$ cat src/rtl/ps2_host_tx.sv
//-----------------------------------------------------------------------------
// ps2_host_tx
// Host-to-device PS/2 transmitter. Sends one command byte (e.g. 0xED set-LEDs,
// 0xFF reset) to the keyboard over the open-drain PS2_CLK/PS2_DAT lines. These
// lines are shared with the receive-side adapter. The outputs only ever pull a
// line low. All logic runs in the system clock domain.
//
// Optional feature macro: PS2_TX_RETRY_EN
//   When defined, a failed attempt resends the same byte from INHIBIT, up to
//   RETRIES extra times. tx_err is raised only after the last failed attempt.
//   When undefined, the first error ends the transfer.
//
// Ports
//   clk, reset_n          system clock, asynchronous active-low reset
//   tx_data/tx_valid      command byte, captured when tx_valid && tx_ready
//   tx_ready              high only while idle
//   tx_busy               high whenever a command is in progress
//   tx_done               1-cycle pulse: byte acknowledged, lines idle again
//   tx_err/err_code       1-cycle pulse plus reason code
//                         (01 start timeout, 10 packet timeout, 11 no ack)
//                         err_code holds its value until the next error.
//   ps2_clk_in/dat_in     raw pin levels (asynchronous)
//   ps2_clk_oe/dat_oe     1 = pull the line low, 0 = release it
//-----------------------------------------------------------------------------
`timescale 1ns/1ps
module ps2_host_tx #(
  parameter int CLK_HZ      = 50_000_000,
  parameter int INHIBIT_US  = 120,
  parameter int START_TO_US = 15000,
  parameter int PKT_TO_US   = 2000,
  parameter int RETRIES     = 2
) (
  input  logic       clk,
  input  logic       reset_n,
  input  logic [7:0] tx_data,
  input  logic       tx_valid,
  output logic       tx_ready,
  output logic       tx_busy,
  output logic       tx_done,
  output logic       tx_err,
  output logic [1:0] err_code,
  input  logic       ps2_clk_in,
  input  logic       ps2_dat_in,
  output logic       ps2_clk_oe,
  output logic       ps2_dat_oe
);

  // Microsecond figures are converted to cycles in 64-bit arithmetic, because
  // us * Hz overflows 32 bits at 50 MHz.
  localparam int INH_CYC   = int'(longint'(INHIBIT_US)  * longint'(CLK_HZ) / 64'sd1_000_000);
  localparam int START_CYC = int'(longint'(START_TO_US) * longint'(CLK_HZ) / 64'sd1_000_000);
  localparam int PKT_CYC   = int'(longint'(PKT_TO_US)   * longint'(CLK_HZ) / 64'sd1_000_000);
  localparam int MAX_CYC   = (START_CYC > PKT_CYC) ?
                             ((START_CYC > INH_CYC) ? START_CYC : INH_CYC) :
                             ((PKT_CYC > INH_CYC) ? PKT_CYC : INH_CYC);
  localparam int TMR_W     = $clog2(MAX_CYC + 1);

  localparam logic [TMR_W-1:0] TMR_SAT    = '1;
  localparam logic [TMR_W-1:0] INH_DAT    = TMR_W'(INH_CYC - 2);
  localparam logic [TMR_W-1:0] INH_LAST   = TMR_W'(INH_CYC - 1);
  localparam logic [TMR_W-1:0] START_LAST = TMR_W'(START_CYC - 1);
  localparam logic [TMR_W-1:0] PKT_LAST   = TMR_W'(PKT_CYC - 1);

`ifdef PS2_TX_RETRY_EN
  localparam int RETRY_LIMIT = RETRIES;
`else
  // Retry disabled: no extra attempts after an error.
  localparam int RETRY_LIMIT = 0 * RETRIES;
`endif
  localparam int ATT_W = (RETRY_LIMIT < 1) ? 1 : $clog2(RETRY_LIMIT + 1);

  typedef enum logic [2:0] {
    S_IDLE, S_INHIBIT, S_WAIT_DEV, S_SHIFT, S_ACK, S_WAIT_IDLE
  } state_t;

  state_t             state_q, state_d;
  logic [TMR_W-1:0]   timer_q, timer_d;
  logic [3:0]         bit_cnt_q, bit_cnt_d;
  logic [ATT_W-1:0]   attempt_q, attempt_d;
  logic               clk_oe_q, clk_oe_d;
  logic               dat_oe_q, dat_oe_d;
  logic               done_q, done_d;
  logic               err_q, err_d;
  logic [1:0]         err_code_q, err_code_d;
  logic [2:0]         clk_sync_q, clk_sync_d;
  logic [1:0]         dat_sync_q, dat_sync_d;
  // Frame bits still to go out, LSB first: {stop, parity, D7..D0}.
  logic [9:0]         frame_q, frame_d;
  logic [7:0]         data_q, data_d;

  logic               clk_s, dat_s, clk_fall;
  logic               fail;
  logic [1:0]         fail_code;

  assign clk_s    = clk_sync_q[1];
  assign dat_s    = dat_sync_q[1];
  assign clk_fall = clk_sync_q[2] & ~clk_sync_q[1];

  always_comb begin
    state_d    = state_q;
    timer_d    = (timer_q == TMR_SAT) ? timer_q : timer_q + TMR_W'(1);
    bit_cnt_d  = bit_cnt_q;
    attempt_d  = attempt_q;
    clk_oe_d   = clk_oe_q;
    dat_oe_d   = dat_oe_q;
    done_d     = 1'b0;
    err_d      = 1'b0;
    err_code_d = err_code_q;
    clk_sync_d = {clk_sync_q[1:0], ps2_clk_in};
    dat_sync_d = {dat_sync_q[0], ps2_dat_in};
    frame_d    = frame_q;
    data_d     = data_q;
    fail       = 1'b0;
    fail_code  = 2'b00;

    case (state_q)
      S_IDLE: begin
        if (tx_valid) begin
          data_d    = tx_data;
          frame_d   = {1'b1, ~^tx_data, tx_data};
          bit_cnt_d = 4'd0;
          attempt_d = '0;
          timer_d   = '0;
          clk_oe_d  = 1'b1;
          dat_oe_d  = 1'b0;
          state_d   = S_INHIBIT;
        end
      end
      // Clock held low; the start bit goes onto DAT in the last inhibit cycle,
      // so it is already low when CLK is released.
      S_INHIBIT: begin
        if (timer_q == INH_DAT) dat_oe_d = 1'b1;
        if (timer_q == INH_LAST) begin
          clk_oe_d = 1'b0;
          dat_oe_d = 1'b1;
          timer_d  = '0;
          state_d  = S_WAIT_DEV;
        end
      end
      S_WAIT_DEV: begin
        if (timer_q == START_LAST) begin
          fail      = 1'b1;
          fail_code = 2'b01;
        end else if (clk_fall) begin
          dat_oe_d  = ~frame_q[0];
          frame_d   = {1'b1, frame_q[9:1]};
          bit_cnt_d = 4'd1;
          timer_d   = '0;
          state_d   = S_SHIFT;
        end
      end
      // Edges 2..10 put out D1..D7, parity and stop. The stop bit is 1, so the
      // line is released on edge 10.
      S_SHIFT: begin
        if (timer_q == PKT_LAST) begin
          fail      = 1'b1;
          fail_code = 2'b10;
        end else if (clk_fall) begin
          dat_oe_d  = ~frame_q[0];
          frame_d   = {1'b1, frame_q[9:1]};
          bit_cnt_d = bit_cnt_q + 4'd1;
          if (bit_cnt_q == 4'd9) state_d = S_ACK;
        end
      end
      S_ACK: begin
        if (timer_q == PKT_LAST) begin
          fail      = 1'b1;
          fail_code = 2'b10;
        end else if (clk_fall) begin
          if (!dat_s) begin
            state_d = S_WAIT_IDLE;
          end else begin
            fail      = 1'b1;
            fail_code = 2'b11;
          end
        end
      end
      S_WAIT_IDLE: begin
        if (timer_q == PKT_LAST) begin
          fail      = 1'b1;
          fail_code = 2'b10;
        end else if (clk_s && dat_s) begin
          done_d  = 1'b1;
          state_d = S_IDLE;
        end
      end
      default: state_d = S_IDLE;
    endcase

    // Every error path releases both lines. The byte is then either retried
    // from INHIBIT or the transfer is abandoned.
    if (fail) begin
      clk_oe_d = 1'b0;
      dat_oe_d = 1'b0;
      if (int'(attempt_q) < RETRY_LIMIT) begin
        attempt_d = attempt_q + ATT_W'(1);
        frame_d   = {1'b1, ~^data_q, data_q};
        bit_cnt_d = 4'd0;
        timer_d   = '0;
        clk_oe_d  = 1'b1;
        state_d   = S_INHIBIT;
      end else begin
        err_d      = 1'b1;
        err_code_d = fail_code;
        state_d    = S_IDLE;
      end
    end
  end

  always_ff @(posedge clk or negedge reset_n) begin
    if (!reset_n) begin
      state_q    <= S_IDLE;
      timer_q    <= '0;
      bit_cnt_q  <= 4'd0;
      attempt_q  <= '0;
      clk_oe_q   <= 1'b0;
      dat_oe_q   <= 1'b0;
      done_q     <= 1'b0;
      err_q      <= 1'b0;
      err_code_q <= 2'b00;
      clk_sync_q <= 3'b111;
      dat_sync_q <= 2'b11;
    end else begin
      state_q    <= state_d;
      timer_q    <= timer_d;
      bit_cnt_q  <= bit_cnt_d;
      attempt_q  <= attempt_d;
      clk_oe_q   <= clk_oe_d;
      dat_oe_q   <= dat_oe_d;
      done_q     <= done_d;
      err_q      <= err_d;
      err_code_q <= err_code_d;
      clk_sync_q <= clk_sync_d;
      dat_sync_q <= dat_sync_d;
    end
  end

  always_ff @(posedge clk) begin
    frame_q <= frame_d;
    data_q  <= data_d;
  end

  assign tx_ready   = (state_q == S_IDLE);
  assign tx_busy    = (state_q != S_IDLE);
  assign tx_done    = done_q;
  assign tx_err     = err_q;
  assign err_code   = err_code_q;
  assign ps2_clk_oe = clk_oe_q;
  assign ps2_dat_oe = dat_oe_q;

endmodule
$ cat config.mk
export PLATFORM = sky130hd
export DESIGN_NAME = ps2_host_tx
export DESIGN_NICKNAME = d
export VERILOG_FILES = /design/src/rtl/ps2_host_tx.sv
export SDC_FILE = /design/constraint.sdc
export NUM_CORES = 1
export LEC_CHECK = 0
export CAP_MARGIN = 15
export CORE_UTILIZATION = 30
export CTS_BUF_LIST = sky130_fd_sc_hd__clkbuf_8
export CTS_CLUSTER_SIZE = 10
export DETAILED_ROUTE_END_ITERATION = 10
export SKIP_CTS_REPAIR_TIMING = 1
export SYNTH_ARGS = -nofsm -noshare
export SYNTH_HDL_FRONTEND = slang
export SYNTH_SLANG_ARGS = --single-unit
$ cat constraint.sdc
create_clock -name clk -period 8 [get_ports clk]
set_clock_uncertainty 0.1 [all_clocks]
set_input_delay 1.2 -clock clk [delete_from_list [all_inputs] [get_ports clk]]
set_output_delay 1.2 -clock clk [all_outputs]
set_load 0.01 [all_outputs]
# == Word level (Yosys, flattened, before mapping) ==
# Index checks and enable logic that the tools add are counted.
# op_classes
add_sub_neg,2
eq_ne,29
mux,59
bitwise,3
n_reduce_logical,13
# op_table
operator,count
$mux W20,5
$pmux W20 S3,1
$eq A20 B13 Y1 const B,2
$eq A20 B20 Y1 const B,2
$mux W10,4
$mux W3,13
$ne A3 B3 Y1 const B,11
$pmux W10 S3,1
$add A20 B1 Y20 const B,1
$eq A20 B17 Y1 const B,1
$mux W1,20
$mux W4,5
$pmux W3 S6,1
$pmux W4 S3,1
$reduce_and A12 Y1,1
$ne A2 B2 Y1 const B,5
$reduce_bool A3 Y1,3
$mux W2,4
$reduce_xnor A8 Y1,1
$eq A3 B2 Y1 const B,2
$eq A3 B3 Y1 const B,2
$pmux W2 S3,1
$reduce_and A6 Y1,1
$reduce_and A5 Y1,1
16 further kinds,17
# totals
ff_bits,48
inputBits,13
out_inout_bits,8
elab_cells,117

# == Depth between registers and ports, before layout ==
# logic_depth
ltp_word,7
mapped_depth,8
depth_no_buf,8

# == Least setup slack after synthesis ==
# No wires, ideal clock.
# synth_timing
kind,input to register
startpoint,input tx_valid
endpoint,register frame_q[0] (enable)
setup_time_ns,0.387
arrival_ns,2.205
t_required_ns,7.513
slack_ns,5.309
cell_stages,4
n_path_buf,0
cell_sequence,nor2_1 > nor2_1 > nand3_1 > nor3_1
# synth_between
elab_chain_len,2
# synth_rtl
element,line,source
"start, declared",36,"input logic tx_valid,"
$ne A2 B2 Y1 (no source line),--,
$reduce_and A4 Y1 (no source line),--,
"end signal, assigned",239,frame_q <= frame_d;
"end, declared",88,"logic [9:0] frame_q, frame_d;"
# Every way passes these cells.
# A chain may end at the register's enable or synchronous reset.

# == Worst setup path in the final report ==
# layout_timing
startpoint,register state_q[0]
endpoint,output tx_ready
# layout_between
elab_chain_len,1
# layout_rtl
element,line,source
"start, declared",76,"state_t state_q, state_d;"
"start signal, assigned",224,state_q <= state_d;
$logic_not A3 Y1,243,assign tx_ready = (state_q == S_IDLE);
"end, declared",37,"output logic tx_ready,"
# Every way passes these cells.

==> out/results.tsv <==
metric	value	unit
status	finished, final reports clean	
pin_count	21	
synth.ff_latch_count	48	
rows	34	
root_buffer	clkbuf_8	
drc	0	
vias_per_cell	5.10	
grt_max_degree	39	
min_path_cells	0	
slew_headroom	0.427	
finalSetupViolCount	0	
gp_congestion	0.796	
synth_top_area_frac	0.307	
num_vias	2066	
design.core.area	0.00868	mm2
finalHoldViolCount	0	
avgSynthCellArea	9.63	um2
synth_area_leaders	dfrtp_1 (31%), edfxtp_1 (11%), dfstp_2 (4.9%)	
crit_arrival	1870	ps
total_power	664	uW
worstPathMaxFanout	14	
worstPathRequired	6700	ps
dr.pass1.iters	4	
die_area	0.00934	mm2
antenna-diode-count	0	
htree_levels	2	
synth.distinct_cells	53	
yosysTopAreaCell	dfrtp_1	
routed_wl	5550	um
cp-start-kind	flop	
synthArstFlopShare	0.792	
synth_most_common_cell	dfrtp_1	
rr_worst_depth	7	
cts_buffer_depth	2	
r2r-start	timer_q[0]	
die_w	96.7	um
path_class	reg -> out	
path_clk_slew	90	ps
rsz0062_at_grt	no	
drv_slew	0	
postRouteAntennaNets	0	
fmax	0.316	GHz
dp_hpwl	3900	um
synth-edff-count	10	
netlist_area	0.00269	mm2
syn_nets	297	
setup_ws	4830	ps
placed_area	0.00296	mm2
ff2ff_setup_slack	5030	ps
worst_setup_path_end_kind	primary output	
start_util	0.310	
antenna_found_initial	0	
grt_pass1_wl	9550	um
grt_pass1_vias	1995	
nets	314	
period_share	0.396	
r2r-end	frame_q[0]	
design_area	0.00308	mm2
overflow	0	
preCtsSetupSlack	4470	ps
worst_pin_slew	859	ps
min-delay-start	clk_sync_q[0]	
hold_path_end	clk_sync_q[1]	
final_core_util	0.355	
hp-class	reg -> reg	
leakagePower	0.00123	uW
cts_num_sinks	48	
drive_above_1_share	0.0943	
fin_crit	3170	ps
areaGrowthSynthToFinish	14.5	%
maxCapViolations	0	
synth_flop_cell	dfrtp_1	
syn_inst	279	
grtUsageTotal	0.124	
wl_per_cell	13.7	um
synth.yosys.seq_area_share	0.468	
clk_latency	300	ps
ir_drop	0.0000983	V
synth_common_cells	dfrtp_1 (33), nor2_1 (30), nand3_1 (26), o21ai_0 (19), inv_1 (15)	
p_per_area	216	mW/mm2
drt_iter0_drc	176	
port_buffers	20	
cts_made_buffers	5	
tritoncts	built	
setup_tns	0	ps
synth-warning-count	0	
die_y	96.7	um
-- metrics by stage --
step / instances / hold WS [ps]
global route: 405 / 266
CTS: 404 / 260
detailed placement: 396 / 247
global placement: 396 / 246
finish: 405 / 259
floorplan: 279 / 245
-- cell type report --
cell class / count / area, um2
inverters: 15 / 56.3
flip-flops and latches: 48 / 1260
clock buffers: 5 / 68.8
multi-input cells: 205 / 1320
clock inverters: 3 / 42.5
well taps: 108 / 135
repair buffers: 21 / 200
fillers: 916 / 5600
-- cell families after synthesis --
| kind of cell | share of synthesized area |
|---|---|
| multiplexers | 0.00372 |
| XOR/XNOR | 0.0684 |
| buffers and inverters | 0.0424 |
| AO/OA/AOI/OAI | 0.120 |
| AND/OR/NAND/NOR | 0.274 |
| flip-flops | 0.468 |
| adder cells (fa/ha/maj) | 0.0233 |
-- worst max-delay path by stage --
stage,start,endpoint,slack [ps],depth (start not counted)
after global placement,tx_valid,frame_q[0],4540,5
after detailed placement,tx_valid,frame_q[6],4470,5
after floorplan,tx_valid,frame_q[0],5310,4
after CTS,tx_valid,frame_q[1],4800,5
final,state_q[0],tx_ready,4830,3
after global routing,timer_q[0],frame_q[0],4750,7
-- worst max-delay path, cell delays in order (launching register included) --
cell	delay, ps
dfrtp_1	540
or3_1	450
inv_1	60
clkdlybuf4s50_1	520
-- sequential cells by signal, indices dropped and copies added, names as in the netlist --
name        flops
bit_cnt_q       4
clk_sync_q      3
dat_sync_q      2
err_code        2
frame_q        10
ps2_clk_oe      1
ps2_dat_oe      1
state_q         3
timer_q        20
tx_done         1
tx_err          1
-- where the power goes --
group          internal (uW)  switching [uW]  total [uW]
clock network           92.5            81.1         174
logic                   77.0            99.2         176
registers                289            25.4         314
total                    458             206         664
-- layout by cell type (no fill, tap or decap), drive strengths merged, types with 5 or more instances in the layout --
cell / instances
dfrtp: 33
nor2: 30
nand3: 26
o21ai: 19
clkdlybuf4s50: 19
inv: 15
xor2: 14
nand2: 14
and3: 13
a21oi: 11
edfxtp: 10
nand4: 8
xnor2: 7
clkbuf: 6
and2: 5
ha: 5
dfstp: 5
-- metal layers --
metal | wire, um | global-route usage | vias up
li1 | - | - | 1034
met1 | 2700 | 0.175 | 994
met2 | 2610 | 0.190 | 34
met3 | 194 | 0.0231 | 4
met4 | 48 | 0.0436 | 0
met5 | 0 | 0 | -
No activity file was read; power rests on OpenSTA's default activity.
==> RTL change 1, RTL diff (same settings) <==
The option `PS2_TX_RETRY_EN` is turned on by a define.
--- a/src/rtl/ps2_host_tx.sv
+++ b/src/rtl/ps2_host_tx.sv
@@ -24,4 +24,6 @@
 //-----------------------------------------------------------------------------
 `timescale 1ns/1ps
+`define PS2_TX_RETRY_EN
+
 module ps2_host_tx #(
   parameter int CLK_HZ      = 50_000_000,
Behaviour: no difference found for any inputs over 10 cycles, from zero or initial values and one cycle with reset_n low; that may be too few to reach the edited logic, so the function may still have changed.
==> RTL change 1 against the unedited design <==
- worst setup slack got worse by 250 ps
- largest cell class unchanged
- non-clock buffer count unchanged
- largest power group unchanged
- wire length up 47%
- total power rose by 73%
- synthesized area up 25%
- sequential cell count up 10
- final area is 27% higher
==> RTL change 1: results (changes against the unedited design) <==
Cell Count Post-Placement=502 (+27%); largest net degree at the start of global routing=41 (+5.1%); HPWL Detailed=5730 microns (+47%); Mapped Cells=354 (+27%); Max VDD drop=131 uV (+33%); register area share after synthesis=43.0% (-3.8 points); pre-CTS setup slack=4740 ps (+269 ps); DR iter-0 viols=122 (-31%); number of CTS-inserted buffers=9 (+4); Post-Route WL=8180 microns (+47%); leakage=0.00154 uW (+25%); DP Area=3670 sq um (+24%); clock-pin slew on the worst setup and hold paths=70 ps (-20 ps); slowest stage delay, CP=560 ps (+20 ps); first-pass GRT wire length=13500 microns (+42%); Critical Path Fanout Max=16 (+2); final-layout fill cell count=1115 (+22%); most frequent cells after synthesis=nor2_1, dfrtp_1, xnor2_1; DR WL/cell=15.8 microns (+15%); Unique masters post-synth=73 (+38%); Slew Limit Headroom=41.2% (-1.5 points); async set-reset flop share out of synthesis=69.0% (-10 points); Skew-Pair Late Insertion Delay=350 ps (+50 ps); status=finished clean; total global-route track usage=14.9% (+2.5 points); gpl congestion=0.856 (+7.5%); top flop regs=timer_q: 20 flops, frame_q: 10 flops, data_q: 8 flops; WP data arrival=2120 ps (+250 ps); layout cells sized above 1=11.6% (+2.2 points); Final Util=35.9% (+0.44 points)
-- RTL change 1: report_power, final --
| group | switching, uW | internal, uW | leakage [uW] |
|---|---|---|---|
| registers | 62.6 | 350 | 0.000683 |
| clock network | 125 | 213 | 0.000124 |
| logic | 239 | 158 | 0.000736 |
| total | 426 | 721 | 0.00154 |
-- RTL change 1: area by class of cell --
cell class              instances  share of cell area [%]
clock buffers                  10                    3.52
clock inverters                 6                    2.66
inverters                      12                    1.18
multi-input cells             271                    45.9
flip-flops and latches         58                    37.0
well taps                     140                    4.48
repair buffers                 21                    5.19
-- RTL change 1: final timing paths --
| path | from | slack (ps) | depth (start not counted) | to |
|---|---|---|---|---|
| max | state_q[0] | 4580 | 3 | tx_ready |
| min | clk_sync_q[0] | 260 | 0 | clk_sync_q[1] |
| max reg2reg | state_q[2] | 5160 | 7 | timer_q[18] |
| min reg2reg | clk_sync_q[0] | 260 | 0 | clk_sync_q[1] |
| max in group asynchronous | reset_n | 6380 | 1 | attempt_q[1] |
| min in group asynchronous | reset_n | 870 | 1 | timer_q[2] |
-- RTL change 1: metal layers --
metal / wire length (microns) / track usage [%] / part of all wire, %
met5: 0 / 0 / 0
met3: 454 / 3.39 / 5.5
met1: 3710 / 19.8 / 45
met4: 154 / 6.85 / 1.9
met2: 3860 / 23.1 / 47
-- RTL change 1: cell families (layout without fill, tap and decap cells) --
family	Yosys count	in the layout	share of synthesized area, %
and+or+nand+nor	143	143	23.5
DFF	58	58	43.0
muxes	1	1	0.298
adders and majority gates	6	6	2.23
buffers and inverters	25	49	3.79
xor gates and xnor gates	29	29	7.55
AOI/OAI and AO/OA	92	92	19.6
-- RTL change 1: critical path: cells and delay by family (launching register included) --
kind,cells,cell delay [ps]
buffers and inverters,2,700
DFF,1,560
and+or+nand+nor,1,520
==> RTL change 2, RTL diff (config.mk and constraints unchanged) <==
Made on the original files. The 6 states of `state_t` get a one-hot encoding in 6 bits.
--- a/src/rtl/ps2_host_tx.sv
+++ b/src/rtl/ps2_host_tx.sv
@@ -70,6 +70,6 @@
   localparam int ATT_W = (RETRY_LIMIT < 1) ? 1 : $clog2(RETRY_LIMIT + 1);
 
-  typedef enum logic [2:0] {
-    S_IDLE, S_INHIBIT, S_WAIT_DEV, S_SHIFT, S_ACK, S_WAIT_IDLE
+  typedef enum logic [5:0] {
+    S_IDLE = 6'b000001, S_INHIBIT = 6'b000010, S_WAIT_DEV = 6'b000100, S_SHIFT = 6'b001000, S_ACK = 6'b010000, S_WAIT_IDLE = 6'b100000
   } state_t;
 
Function: no difference found for any inputs over 10 cycles, from zero or initial values and one cycle with reset_n low; not proved beyond that.
==> RTL change 2 against the unedited design <==
- sequential cell count up 3
- synthesized cell count up 12%
- global-route usage up 1.2 points
- wire length up 20%
- total power up 11%
- final area up 13%
- sequential share of layout area down 2.6 points
- synthesized area up 14%
- worst setup slack worse by 83 ps
- critical path type unchanged
- critical endpoint unchanged
==> RTL change 2: results (changes against the unedited design) <==
wire length on met3=209 microns (+7.7%); WP data arrival=1950 ps (+80 ps); leakage=0.00132 uW (+6.9%); largest net degree at the start of global routing=42 (+7.7%); Slowest cell on crit path=clkdlybuf4s50_1; R2R Path End=bit_cnt_q[1]; Max VDD drop=76.6 uV (-22%); main area contributors after synthesis=dfrtp_1, edfxtp_1, dfstp_2; Net Sw Frac=33.1% (+2.1 points); layout cells sized above 1=13.0% (+3.6 points); Clk. pwr=188 uW (+8%); Seq. pwr=329 uW (+5%); top flop regs=timer_q: 20 flops, frame_q: 10 flops, state_q: 6 flops; via count=2405 (+16%); worst reg2reg setup slack=5260 ps (+230 ps); first-pass GRT wire length=11200 microns (+17%); status=finished clean; gpl congestion=0.825 (+3.6%); Slew @ Worst Pin=1050 ps (+192 ps); DR WL/cell=14.3 microns (+4.6%); async set-reset flop share out of synthesis=80.4% (+1.2 points); M1 wire length=3220 microns (+19%); final-layout fill cell count=1024 (+12%); HPWL Detailed=4840 microns (+24%); register area share after synthesis=43.7% (-3.1 points); most frequent cells after synthesis=dfrtp_1, nand2_1, nor2_1; Critical Path Fanout Max=11 (-3); metal2 WL=3140 microns (+20%); Avg Inst Size Synth=9.79 sq um (+1.6%); Cell Count Post-Placement=455 (+15%); DR iter-0 viols=144 (-18%); FF-to-FF path depth=6 (-1); vias in the first global route=2239 (+12%); post-synthesis net count=329 (+11%)
==> RTL change 2: cells by family after synthesis <==
kind of cell,synth area share [%]
buffers and inverters,3.03
adders and majority gates,1.64
AOI/OAI and AO/OA,14.0
and+or+nand+nor,30.8
xor gates and xnor gates,5.45
muxes,1.39
DFF,43.7
==> RTL change 2: how the worst max path moves through the flow <==
stage | startpoint | to | slack, ps | depth (start not counted)
floorplan | tx_valid | bit_cnt_q[0] | 5400 | 4
global placement | tx_valid | bit_cnt_q[1] | 4680 | 5
detailed placement | tx_valid | bit_cnt_q[1] | 4630 | 5
CTS | state_q[3] | tx_ready | 4740 | 4
global route | state_q[3] | tx_ready | 4600 | 4
finish | state_q[3] | tx_ready | 4750 | 4
==> RTL change 2: cell type report <==
cell class | instances | share of cell area (%)
Inverter | 6 | 0.646
Clock inverter | 3 | 1.36
Tap cell | 133 | 4.78
Sequential cell | 51 | 38.3
Multi-Input combinational cell | 243 | 46.9
Timing Repair Buffer | 22 | 6.03
Clock buffer | 5 | 1.97
==> RTL change 2: per-layer routing <==
layer  vias to the layer above  track usage [%]
met1                      1163             19.3
li1                       1194                -
met4                         0             3.79
met5                         -                0
met2                        42             21.1
met3                         6             2.58
==> RTL change 2: per-stage QoR <==
stage | hold slack [ps] | setup WS, ps | instance area, sq um | total power (uW) | util (%)
after floorplan | 245 | 5400 | 3050 | 485 | -
after global placement | 248 | 4680 | 3370 | 550 | 34.3
after detailed placement | 247 | 4630 | 3370 | 554 | 34.3
after CTS | 262 | 4740 | 3480 | 745 | 35.5
after global routing | 267 | 4600 | 3480 | 781 | 35.5
final | 262 | 4750 | 3480 | 734 | 35.5
